==> src/rtl/p_mul_arb.sv <==
// Two-requester round-robin front end for a packed multiplier: grants one operation,
// drives it to the multiplier, and returns the result (or an error) to its owner.
module p_mul_arb #(
   parameter int unsigned TIMEOUT = 40
) (
   input  logic        clock,
   input  logic        resetn,

   input  logic        req0_valid,
   output logic        req0_ready,
   input  logic        req0_mul_l,
   input  logic        req0_mul_h,
   input  logic        req0_clmul,
   input  logic [4:0]  req0_pw,
   input  logic [31:0] req0_crs1,
   input  logic [31:0] req0_crs2,

   input  logic        req1_valid,
   output logic        req1_ready,
   input  logic        req1_mul_l,
   input  logic        req1_mul_h,
   input  logic        req1_clmul,
   input  logic [4:0]  req1_pw,
   input  logic [31:0] req1_crs1,
   input  logic [31:0] req1_crs2,

   output logic        rsp0_valid,
   input  logic        rsp0_ready,
   output logic [31:0] rsp0_result,
   output logic        rsp0_err,

   output logic        rsp1_valid,
   input  logic        rsp1_ready,
   output logic [31:0] rsp1_result,
   output logic        rsp1_err,

   output logic        mul_valid,
   input  logic        mul_ready,
   output logic        mul_mul_l,
   output logic        mul_mul_h,
   output logic        mul_clmul,
   output logic [4:0]  mul_pw,
   output logic [31:0] mul_crs1,
   output logic [31:0] mul_crs2,
   input  logic [31:0] mul_result
);

   localparam int unsigned CNT_W = 6;

   typedef enum logic [1:0] {
      IDLE,
      BUSY,
      DONE
   } state_t;

   state_t            state;
   state_t            state_nxt;
   logic              owner;
   logic              rr_ptr;
   logic              grant;
   logic              any_valid;
   logic              accept;
   logic [4:0]        grant_pw;
   logic              pw_legal;
   logic [CNT_W-1:0]  cnt;
   logic              timeout;
   logic              owner_rsp_ready;
   logic [31:0]       result_q;
   logic              err_q;

   // rr_ptr names the requester that wins when both are valid
   always_comb begin
      any_valid = req0_valid | req1_valid;
      if (req0_valid && req1_valid)
         grant = rr_ptr;
      else
         grant = req1_valid;
      accept   = (state == IDLE) && any_valid;
      grant_pw = grant ? req1_pw : req0_pw;
      pw_legal = (grant_pw != '0) && ((grant_pw & (grant_pw - 5'd1)) == '0);
      timeout  = (cnt == CNT_W'(TIMEOUT - 1));
      owner_rsp_ready = owner ? rsp1_ready : rsp0_ready;
   end

   always_ff @(posedge clock or negedge resetn) begin
      if (!resetn)
         state <= IDLE;
      else
         state <= state_nxt;
   end

   always_comb begin
      state_nxt = state;
      case (state)
         IDLE: begin
            if (accept)
               state_nxt = pw_legal ? BUSY : DONE;
         end
         BUSY: begin
            if (mul_ready || timeout)
               state_nxt = DONE;
         end
         DONE: begin
            if (owner_rsp_ready)
               state_nxt = IDLE;
         end
         default: state_nxt = IDLE;
      endcase
   end

   always_comb begin
      req0_ready  = (state == IDLE) && req0_valid && !grant;
      req1_ready  = (state == IDLE) && req1_valid && grant;
      mul_valid   = (state == BUSY);
      rsp0_valid  = (state == DONE) && !owner;
      rsp1_valid  = (state == DONE) && owner;
      rsp0_result = owner ? '0 : result_q;
      rsp1_result = owner ? result_q : '0;
      rsp0_err    = !owner && err_q;
      rsp1_err    = owner && err_q;
   end

   always_ff @(posedge clock or negedge resetn) begin
      if (!resetn) begin
         owner     <= 1'b0;
         rr_ptr    <= 1'b0;
         cnt       <= '0;
         mul_mul_l <= 1'b0;
         mul_mul_h <= 1'b0;
         mul_clmul <= 1'b0;
         mul_pw    <= '0;
         mul_crs1  <= '0;
         mul_crs2  <= '0;
         result_q  <= '0;
         err_q     <= 1'b0;
      end else begin
         if (accept) begin
            owner     <= grant;
            rr_ptr    <= ~grant;
            cnt       <= '0;
            mul_mul_l <= grant ? req1_mul_l : req0_mul_l;
            mul_mul_h <= grant ? req1_mul_h : req0_mul_h;
            mul_clmul <= grant ? req1_clmul : req0_clmul;
            mul_pw    <= grant_pw;
            mul_crs1  <= grant ? req1_crs1 : req0_crs1;
            mul_crs2  <= grant ? req1_crs2 : req0_crs2;
            // An illegal pack width goes straight to DONE carrying this error
            result_q  <= '0;
            err_q     <= !pw_legal;
         end else if (state == BUSY) begin
            cnt <= cnt + CNT_W'(1);
            if (mul_ready) begin
               result_q <= mul_result;
               err_q    <= 1'b0;
            end else if (timeout) begin
               result_q <= '0;
               err_q    <= 1'b1;
            end
         end
      end
   end

endmodule

==> config.mk <==
export PLATFORM = sky130hd
export DESIGN_NAME = p_mul_arb
export DESIGN_NICKNAME = d
export VERILOG_FILES = /design/src/rtl/p_mul_arb.sv
export SDC_FILE = /design/constraint.sdc
export NUM_CORES = 1
export LEC_CHECK = 0
export ABC_CLOCK_PERIOD_IN_PS = 3900
export CORE_AREA = 2 2 128 130
export CTS_CLUSTER_SIZE = 10
export DETAILED_ROUTE_END_ITERATION = 8
export DIE_AREA = 0 0 130 132
export PLACE_DENSITY = 0.74
export RECOVER_POWER = 100
export SLEW_MARGIN = 20
export SYNTH_ARGS = -nofsm -noshare
export SYNTH_HDL_FRONTEND = slang
export SYNTH_SLANG_ARGS = --single-unit
==> constraint.sdc <==
create_clock -name clock -period 3.9 [get_ports clock]
set_input_delay 1.17 -clock clock [delete_from_list [all_inputs] [get_ports clock]]
set_output_delay 1.17 -clock clock [all_outputs]
set_load 0.02 [all_outputs]
==> reports/results.md <==
| Result | This run |
| --- | --- |
| Count of flip-flops with a built-in enable after synthesis | 0 |
| Total Wirelength | 18,380 µm |
| Share of the core filled with cells in the final layout | 0.6093 |
| Worst Path Buf+Inv | 3 |
| Cell area after technology mapping | 5622 µm² |
| Crit path launch type | primary input |
| Via/cell ratio | 4.801 |
| Period utilization | 0.9826 |
| First-pass GRT wire length | 28,470 µm |
| Synth cell types | 43 |
| Clock Path Buffers | 2 |
| Final setup violation count | 0 |
| Initial Util | 0.3578 |
| Count of yosys warnings during synthesis | 0 |
| Violated checks | capacitance limit, slew limit |
| Max_cap viols | 2 |
| CTS Buf Count | 17 |
| Sequential area share after synthesis | 0.5119 |
| Number of global-route vias before repair | 5,467 |
| Number of hold violations in the final report | 0 |
| Power per standard cell area | 689.4 nW/µm² |
| Sequence of cells on the critical path | clkdlybuf4s50_1, inv_1, nor3_1, dlygate4sd2_1 |
| Number of max-slew violations in the final report | 61 |
| Number of standard-cell rows in the floorplan | 46 |
| Placed wire-length estimate | 13,520 µm |
| Register-to-register setup slack | 1.33 ns |
| Asr flop ratio synth | 1.000 |
| Cell count of the worst reg-to-reg path | 4 |
| DR DRC count | 0 |
| Hold buffer count at cts | 0 |
| CP delay by family, top | buffers and inverters |
| Critical Path Slowest Stage Cell | clkdlybuf4s50_1 |
| Slowest Stage Delay on Critical Path | 0.54 ns |
| Count of routing violations after the opening detailed-route iteration | 289 |
| Crit Path Max Fanout | 3 |
| Final critical delay including setup and external delays | 3.832 ns |
| Area grow syn2layout | 70.31% |
| Predominant post-synthesis flop cell | dfrtp_1 |
| Peak supply drop | 0.0003397 V |
| Antenna violations before repair | 0 |
| Path category of the worst min-delay check | register to register |
| Clock latency on the worst-skew pair | 0.41 ns |
| Synth Area per Inst | 9.338 µm² |
| Total number of vias | 5,488 |
| Critical Path End Type | output port |
| Sum of met3 wire segment lengths after detailed routing | 1850 µm |
| Pin count of the biggest net entering global routing | 61 |
| TritonCTS clock tree | yes |
| Slew HR | -0.02690 |
| Antenna cell count | 0 |
| Worst endpoint required time | 2.73 ns |
| P_leak | 4.461 nW |
| Data arrival time at the worst-slack endpoint | 2.66 ns |
| End point of the worst hold path | mul_crs1[28] |
| Net count of the mapped netlist | 786 |
| Die footprint | 17,160 µm² |
| Clock skew after layout | 0.004975 ns |
| Number of instances on the worst hold path | 2 |
| Global placer's final weighted congestion | 0.8089 |
| Status | complete, but fails checks |
| CTS Root Cell | clkbuf_16 |
| Number of routed nets with antenna violations | 0 |
| Met2 routed WL | 9094 µm |
| CTS clock-pin slew for the worst setup and hold paths | 0.06 ns |
| Height of the die | 132 µm |
| Launch instance of the worst register-to-register path | rr_ptr |
| Final hold slack | 0.4551 ns |
| Unrepaired setup endpoints after global routing | false |
| Met1 wire length | 7055 µm |
| H-Tree Depth | 4 |
| Fraction of final layout cells sized beyond drive strength 1 | 0.05394 |
| Combined global-route utilization of all metal layers | 0.2146 |
| Post-synthesis cell count | 602 |
| Number of top-level design ports | 326 |
| Number of sinks driven by the clock tree | 115 |
| Number of synthesized register bits | 115 |
| Placeable core area | 15,710 µm² |
| Critical path start-end classification | primary input to output port |
| Die Span X | 130 µm |
| Top routing layer in use | met4 |
| Endpoint of the most critical register-to-register path | mul_crs2[24] |
| Wire per inst | 16.08 µm |
| Max Fclk | 261.0 MHz |
| Transition time at the pin with the least slew margin | 1.540 ns |
| PortBufs | 325 |
| Net total in the final layout | 1,098 |
| Detailed Routing Iterations Pass 1 | 4 |
| Remaining global-route overflow | 0 |
| Source of the worst hold timing path | mul_crs1[28] |
layout by cell type (no fill, tap or decap), types with 4 or more instances in the layout:
cell,count
and2_0,4
dlygate4sd3_1,130
clkinvlp_4,4
xor2_1,4
dfrtp_1,114
mux2i_1,31
nor2_1,37
nand2_1,116
clkbuf_1,5
buf_4,7
clkbuf_16,17
bufinv_16,5
and2_1,29
a22oi_1,41
clkbuf_2,5
nand4_1,34
clkdlybuf4s50_1,193
a21oi_1,6
inv_1,36
o21ai_0,68
worst max-delay path by stage:
stage | startpoint | end | slack (ns) | cells after the start
floorplan | req0_valid | req1_ready | 0.88 | 3
global placement | req1_valid | req1_ready | -0.03 | 4
detailed placement | req1_valid | req1_ready | -0.04 | 4
CTS | req0_valid | req0_ready | 0.07 | 4
global route | owner | rsp1_result[28] | 0.04 | 3
finish | req1_valid | req1_ready | 0.07 | 4
kinds of logic after synthesis:
| group | count (synthesis) | synth area share |
|---|---|---|
| DFF | 115 | 0.5119 |
| buffers and inverters | 84 | 0.07523 |
| muxes | 31 | 0.05520 |
| AOI/OAI and AO/OA | 131 | 0.1513 |
| adders and majority gates | 1 | 0.002225 |
| and+or+nand+nor | 235 | 0.1963 |
| xor gates and xnor gates | 5 | 0.007790 |
state kept, by name, summed over array words and instances, names as in the netlist:
name and cells:
state 2, mul_pw 5, rr_ptr 1, owner 1, cnt 6, mul_mul_h 1, mul_crs2 32, mul_clmul 1
err_q 1, mul_mul_l 1, mul_crs1 32, result_q 32
power by group:
part | switching, W | leakage, nW | total [W] | internal [W]
sequential | 0.000292 | 1.47 | 0.00196 | 0.00167
clock | 0.000566 | 0.314 | 0.00175 | 0.00118
combinational | 0.00171 | 2.67 | 0.00289 | 0.00118
final cells by class:
class / count / area (µm²)
multi-input combinational: 403 / 2282
tap: 216 / 270.3
clock inverter: 12 / 202.7
inverter: 36 / 135.1
clock buffer: 20 / 466.7
timing repair buffer: 341 / 3338
fill: 1330 / 6138
sequential: 115 / 2879
cells in the mapped netlist, types with 2 or more instances:
master,number,share of area
and2_1,33,0.037
dfrtp_1,115,0.51
a22oi_1,34,0.045
mux2i_1,31,0.055
o21ai_0,64,0.057
o211ai_1,2,0.0027
buf_6,8,0.016
buf_4,3,0.0040
inv_1,36,0.024
nand2_1,116,0.077
o21ai_1,6,0.0053
nor2b_1,2,0.0022
nor2_1,37,0.025
a21o_1,3,0.0040
buf_2,12,0.011
xor2_1,4,0.0062
a22oi_2,8,0.018
clkbuf_1,23,0.015
nand4_1,34,0.038
a21oi_1,6,0.0053
nand3_1,3,0.0027
per-layer routing:
metal | global-route usage | up-vias
met2 | 0.3554 | 237
met4 | 0.08363 | 0
met1 | 0.2495 | 2545
met3 | 0.08198 | 27
li1 | - | 2679
met5 | 0 | -
worst register-to-register path, stage by stage, from the launching register on:
cell and delay (ns):
dfrtp_1 0.43, o21ai_1 1.14, clkbuf_2 0.50, mux2i_1 0.25
o21ai_0 0.11
repair_timing:
item                                    in CTS  in global routing
setup buffers                                0                  0
endpoints found under the setup margin       1                  0
resized for setup                            1                  0
stage by stage:
stage | instances | instance area [µm²] | worst slack (ns) | TNS (ns) | total power (W)
floorplan | 602 | 5622 | 0.8838 | 0 | 0.003698
global placement | 1111 | 9007 | -0.03330 | -0.03330 | 0.005083
detailed placement | 1111 | 9007 | -0.04075 | -0.04075 | 0.005127
CTS | 1143 | 9676 | 0.07468 | 0 | 0.006918
global route | 1143 | 9574 | 0.03595 | 0 | 0.007027
finish | 1143 | 9574 | 0.06802 | 0 | 0.006600
(Power assumes the default switching activity.)
